$ cat src/rtl/fetch_sequencer.sv
// fetch_sequencer: multi-cycle fetch/retire controller for the RV32I PC path.
// Sequences FETCH -> EXEC per instruction, drives the PC load enable and
// next-PC select on retirement, and halts on fetch timeout, misaligned
// control-flow target or ECALL.
module fetch_sequencer #(
  parameter int unsigned TIMEOUT = 255
) (
  input  logic        CLK,
  input  logic        ResetN,
  input  logic        IReady,
  input  logic        DStall,
  input  logic        Branch,
  input  logic        Jump,
  input  logic        JumpReg,
  input  logic        BranchTaken,
  input  logic        Ecall,
  input  logic        Resume,
  input  logic [31:0] PCTarget,
  input  logic [31:0] ALUResult,
  output logic        IReq,
  output logic        InstrValid,
  output logic        PCWrite,
  output logic [1:0]  PCSrc,
  output logic        Halted,
  output logic [1:0]  FaultCode,
  output logic [31:0] InstRet
);

  localparam int unsigned WAIT_W = 8;
  localparam int unsigned CNT_W  = 32;
  localparam logic [WAIT_W-1:0] TIMEOUT_LAST = 8'(TIMEOUT) - 8'd1;
  localparam bit TIMEOUT_EN = (TIMEOUT != 0);

  localparam logic [1:0] SRC_PC4 = 2'b00;
  localparam logic [1:0] SRC_TGT = 2'b01;
  localparam logic [1:0] SRC_ALU = 2'b10;

  localparam logic [1:0] FAULT_NONE    = 2'b00;
  localparam logic [1:0] FAULT_TIMEOUT = 2'b01;
  localparam logic [1:0] FAULT_ALIGN   = 2'b10;

  typedef enum logic [1:0] {
    ST_RST   = 2'd0,
    ST_FETCH = 2'd1,
    ST_EXEC  = 2'd2,
    ST_HALT  = 2'd3
  } state_t;

  state_t            state, state_nxt;
  logic [WAIT_W-1:0] wait_cnt;
  logic [1:0]        sel;
  logic              misaligned;
  logic              timeout_hit;
  logic              retire;

  // Upper target bits are not needed; only the alignment bits are checked.
  logic unused_bits;
  assign unused_bits = ^{PCTarget[31:2], ALUResult[31:2]};

  // Next-PC source selection and fault conditions.
  always_comb begin
    sel = SRC_PC4;
    if (JumpReg) begin
      sel = SRC_ALU;
    end else if (Jump || (Branch && BranchTaken)) begin
      sel = SRC_TGT;
    end
    misaligned  = ((sel == SRC_TGT) && (PCTarget[1:0]  != 2'b00)) ||
                  ((sel == SRC_ALU) && (ALUResult[1:0] != 2'b00));
    timeout_hit = TIMEOUT_EN && !IReady && (wait_cnt == TIMEOUT_LAST);
  end

  // State register.
  always_ff @(posedge CLK or negedge ResetN) begin
    if (!ResetN) begin
      state <= ST_RST;
    end else begin
      state <= state_nxt;
    end
  end

  // Next-state logic.
  always_comb begin
    state_nxt = state;
    case (state)
      ST_RST:   state_nxt = ST_FETCH;
      ST_FETCH: begin
        if (IReady) begin
          state_nxt = ST_EXEC;
        end else if (timeout_hit) begin
          state_nxt = ST_HALT;
        end
      end
      ST_EXEC: begin
        if (!DStall) begin
          state_nxt = (misaligned || Ecall) ? ST_HALT : ST_FETCH;
        end
      end
      ST_HALT: begin
        if (Resume && (FaultCode == FAULT_NONE)) begin
          state_nxt = ST_FETCH;
        end
      end
      default:  state_nxt = ST_RST;
    endcase
  end

  // Moore decodes plus the combinational retire-cycle PC controls.
  always_comb begin
    IReq       = 1'b0;
    InstrValid = 1'b0;
    Halted     = 1'b0;
    PCWrite    = 1'b0;
    PCSrc      = SRC_PC4;
    retire     = 1'b0;
    case (state)
      ST_FETCH: IReq = 1'b1;
      ST_EXEC: begin
        InstrValid = 1'b1;
        if (!DStall && !misaligned) begin
          retire = 1'b1;
          if (!Ecall) begin
            PCWrite = 1'b1;
            PCSrc   = sel;
          end
        end
      end
      ST_HALT: begin
        Halted = 1'b1;
        if (Resume && (FaultCode == FAULT_NONE)) begin
          PCWrite = 1'b1;
        end
      end
      default: ;
    endcase
  end

  // Fetch wait counter: counts FETCH cycles, cleared whenever outside FETCH.
  always_ff @(posedge CLK or negedge ResetN) begin
    if (!ResetN) begin
      wait_cnt <= '0;
    end else if (state == ST_FETCH) begin
      wait_cnt <= wait_cnt + 8'd1;
    end else begin
      wait_cnt <= '0;
    end
  end

  // Sticky fault code and retired-instruction counter.
  always_ff @(posedge CLK or negedge ResetN) begin
    if (!ResetN) begin
      FaultCode <= FAULT_NONE;
      InstRet   <= '0;
    end else begin
      if ((state == ST_FETCH) && timeout_hit) begin
        FaultCode <= FAULT_TIMEOUT;
      end else if ((state == ST_EXEC) && !DStall && misaligned) begin
        FaultCode <= FAULT_ALIGN;
      end
      if (retire) begin
        InstRet <= InstRet + CNT_W'(1);
      end
    end
  end

endmodule

$ cat config.mk
export PLATFORM = sky130hd
export DESIGN_NAME = fetch_sequencer
export DESIGN_NICKNAME = d
export VERILOG_FILES = /design/src/rtl/fetch_sequencer.sv
export SDC_FILE = /design/constraint.sdc
export NUM_CORES = 1
export LEC_CHECK = 0
export CAP_MARGIN = 25
export CORE_ASPECT_RATIO = 1.25
export CORE_MARGIN = 2
export CORE_UTILIZATION = 40
export DETAILED_ROUTE_END_ITERATION = 7
export PLACE_DENSITY_LB_ADDON = 0.12
export RECOVER_POWER = 100
export SYNTH_ARGS = -nofsm -noshare
export SYNTH_HDL_FRONTEND = slang
export SYNTH_SLANG_ARGS = --single-unit
$ cat constraint.sdc
create_clock -name CLK -period 2.3 [get_ports CLK]
set_clock_uncertainty 0.2 [all_clocks]
set_input_delay 0.46 -clock CLK [delete_from_list [all_inputs] [get_ports CLK]]
set_output_delay 0.46 -clock CLK [all_outputs]
set_load 0.1 [all_outputs]
* Yosys cells after proc, flatten, opt, wreduce, memory -nomap -nowiden
Index checks and enable logic that the tools add are counted. Widths: inputs -> output; s select.
Storage, ports and cells: bits in registers 44, bits of input ports 74, output and inout bits 40, logic and storage cells 59
Cells by class: add/sub/neg operators 2, eq/ne operators 9, multiplexer cells 23, reduce and logical (&&, ||, !) cells 21
Operators by type and width (number):
- $add 32x1->32 const B | 1
- $mux 2 | 11
- $logic_and 1x1->1 | 9
- $mux 1 | 9
- $add 8x1->8 const B | 1
- $eq 8x8->1 const B | 1
- $mux 8 | 1
- $pmux 2 s4 | 1
- $eq 2x2->1 const B | 3
- $reduce_bool 2->1 | 3
- $eq 2x1->1 const B | 2
- $logic_not 2->1 | 2
- $ne 2x2->1 const B | 2
- $logic_not 1->1 | 3
- $logic_or 1x1->1 | 3
- $ne 3x3->1 const B | 1
- $reduce_and 3->1 | 1
- $pmux 1 s2 | 1

* Logic depth before layout (Yosys ltp)
word-level depth 11, gate-level depth with buffers 7, mapped depth without buffers 7

* Worst setup path before layout
No wires, ideal clock.
path kind flip-flop to output port, from reg state[0], to out PCSrc[0], arrival time 4678 ps, required time 1640 ps, path slack -3038 ps, cell stages (with the launch flop) 6, buffers on the path 0, cell sequence dfrtp_1 inv_1 ha_1 and2b_1 o311ai_4 nor4_1
Between the ends: longest elaborated chain between the ends 2
Ends and longest elaborated chain:
- start, declared | RTL line 49 | state_t state, state_nxt;
- start signal, assigned | RTL line 78 | state <= state_nxt;
- $eq 2x2->1 | RTL line 116 | case (state)
- $mux 2 | RTL line 116
- end, declared | RTL line 23 | output logic [1:0] PCSrc,
No other way between the ends.

* Worst setup path after layout
from in PCTarget[1], to out PCWrite
Between the ends: longest elaborated chain between the ends 7
Ends and longest elaborated chain:
- start, declared | RTL line 18 | input logic [31:0] PCTarget,
- $reduce_bool 2->1 | RTL line 68 | misaligned = ((sel == SRC_TGT) && (PCTarget[1:0] != 2'b00)) ||
- $logic_and 1x1->1 | RTL line 68
- $logic_or 1x1->1 | RTL line 68
- $logic_not 1->1 | RTL line 120 | if (!DStall && !misaligned) begin
- $logic_and 1x1->1 | RTL line 120
- $mux 1 | RTL line 120
- $pmux 1 s2 | RTL line 116
- end, declared | RTL line 22 | output logic PCWrite,
No other way between the ends.

==> out/qor.yml <==
fp.dieW_microns: 70.3
fin_ws_ps: -102
n_antenna_cell: 0
synth.net_count: 281
layout_min_cycle_time_ps: 2400
r2r-start: "state[0]$_DFFE_PN0P_"
peakVddDrop_mv: 0.407
hpwl_microns: 3720
cts_hold_buffers: 0
ys_seq_area_frac: 0.500
cts_buffers: 5
ys_async_sr_fraction: 1.00
ys.flop_type: "dfrtp_1"
hp-start: "InstRet[31]$_DFFE_PN0P_"
clock_latency_ps: 300
start_util: 0.410
grt_overflow: 0
antenna_found_initial: 0
vias_per_cell: 5.10
rows: 30
setup_viol: 3
slew_viol_final: 32
die_h_microns: 86.9
ant_nets: 0
area_growth_syn_to_layout_pct: 46.3
rsz0062_at_grt: "true"
first_iter_violations: 54
clock_sinks: 44
port_buffers: 53
syn_avg_cell_area_sq_um: 10.9
grt_pass1_wl_microns: 8290
fmax_mhz: 416
place_congestion: 0.770
finalCritPeriodShare: 1.04
clock-root-buffer: "clkbuf_8"
powerDensity_nw_per_um2: 806
tightest_slew_ps: 1650
drc: 0
arrival_ps: 1740
crit_required_ps: 1640
fillers: 451
worstHoldPathType: "flip-flop to flip-flop"
grt_max_degree: 32
synth_cells: 201
synth_cell_types: 36
clkSlewWorstSetupHoldPaths_ps: 90
critPathLaunch: "PCTarget[1]"
fin_util: 0.600
cap_violations: 1
cts_tree: "built"
drt_wl_total_microns: 4970
core_sq_um: 5370
drive_gt1_frac: 0.395
drtPass1Iterations: 4
cts-htree-levels: 2
path_class: "primary input to primary output"
cp_max_fo: 2
cts_buffer_depth: 2
synth-warning-count: 0
routedWlPerCell_microns: 14.0
grt_pass1_vias: 1786
power_leakage_nw: 1.53
relSlewSlack: -0.0983
crit_path_start_kind: "primary input"
grt_usage: 0.174
io_pins: 114
end_kind: "primary output"
dieArea_sq_um: 6120
netlist_area_sq_um: 2200
hold_violations: 0
num-nets-final: 370
violations: "max-capacitance violations, max-slew violations, negative setup slack"
num_vias: 1810
ys_ff_latch: 44
outcome: "finished, violations left"
setup_tns_ps: -145
synth_edf_count: 0
## layout by cell type, fill, tap and decap left out, types with 2 or more instances in the layout
cell type and n:
and2_1 7, nor2_1 9, inv_1 3, dlygate4sd2_1 5, nand4_1 10, clkbuf_1 2
clkbuf_8 5, buf_12 7, nor4_4 3, and4_1 5, nand3_1 15, nor3_2 2
ha_1 5, xnor2_1 22, clkdlybuf4s50_1 6, and3_1 3, buf_6 4, nor2b_1 3
buf_4 57, nand2_1 22, xor2_1 15, dfrtp_1 26, nor3_1 10, dfrtp_2 18
## logic make-up after synthesis
kind of cell	count (synthesis)	synth area share
DFF	44	0.500
AOI/OAI and AO/OA	9	0.0392
xor gates and xnor gates	37	0.147
and+or+nand+nor	98	0.261
adders and majority gates	6	0.0341
buffers and inverters	5	0.00852
muxes	2	0.00966
## flip-flops by register name (all words and copies together), names as in the netlist
| register | flops |
|---|---|
| FaultCode | 2 |
| InstRet | 32 |
| state | 2 |
| wait_cnt | 8 |
## cell type report
type,count,area [sq um],share of cell area
Multi-Input combinational cell,152,1140,0.355
Sequential cell,44,1120,0.349
Timing Repair Buffer,83,742,0.230
Tap cell,64,80.1,0.0249
Clock buffer,5,68.8,0.0214
Clock inverter,3,46.3,0.0144
Inverter,4,15.0,0.00466
## worst paths after layout
kind	cells past startpoint	endpoint	slack, ps
max reg2reg	11	InstRet[24]$_DFFE_PN0P_	100
min	1	InstRet[31]$_DFFE_PN0P_	290
min reg2reg	1	InstRet[31]$_DFFE_PN0P_	290
max in group asynchronous	1	InstRet[13]$_DFFE_PN0P_	460
min in group asynchronous	1	FaultCode[1]$_DFFE_PN0P_	360
max	6	PCWrite	-100
## where the power goes
group / internal [mW] / total [mW] / switching [mW]
clock network: 0.327 / 0.615 / 0.287
registers: 0.843 / 0.924 / 0.0801
logic: 0.390 / 1.06 / 0.666
## worst max-delay path: stages
cell	delay, ps
clkdlybuf4s50_1	470
nor2_2	60
o311ai_4	360
buf_6	160
o21ai_4	50
buf_12	170
## routing by layer
layer | GRT usage | share of wire | routed length, microns | vias to the layer above
met5 | 0 | 0 | 0 | -
met4 | 0.0857 | 0.022 | 108 | 0
met3 | 0.0336 | 0.043 | 215 | 10
met2 | 0.297 | 0.52 | 2570 | 46
met1 | 0.211 | 0.42 | 2070 | 877
li1 | - | - | - | 877
## timing repair
action	in CTS	in global routing
setup endpoints to repair	3	11
resized for setup	10	7
pin swaps	7	3
setup buffers	6	2
## per-stage QoR
step	std cells	area, sq um	hold slack, ps	setup WS, ps	power (mW)
floorplan	201	2260	-35.6	-767	1.61
global placement	339	3010	264	-210	1.91
detailed placement	339	3010	258	-211	1.93
CTS	353	3190	11.4	-125	2.60
global route	355	3220	294	-145	2.73
finish	355	3220	285	-102	2.59
## synthesized netlist by cell type, types with 2 or more instances
cell type	number	area, sq um
xor2_1	15	131
dfrtp_1	44	1100
nand3_1	15	75.1
xnor2_1	22	193
nor2_1	11	41.3
nor3_1	10	50.1
nand4_1	10	62.6
nor4_2	2	25.0
and3_1	3	18.8
inv_1	4	15.0
and4_1	5	43.8
and2_1	7	43.8
nor2b_1	3	18.8
nor3_2	2	20.0
nand2_1	22	82.6
ha_1	6	75.1
Power figures use the tool's default switching activity.
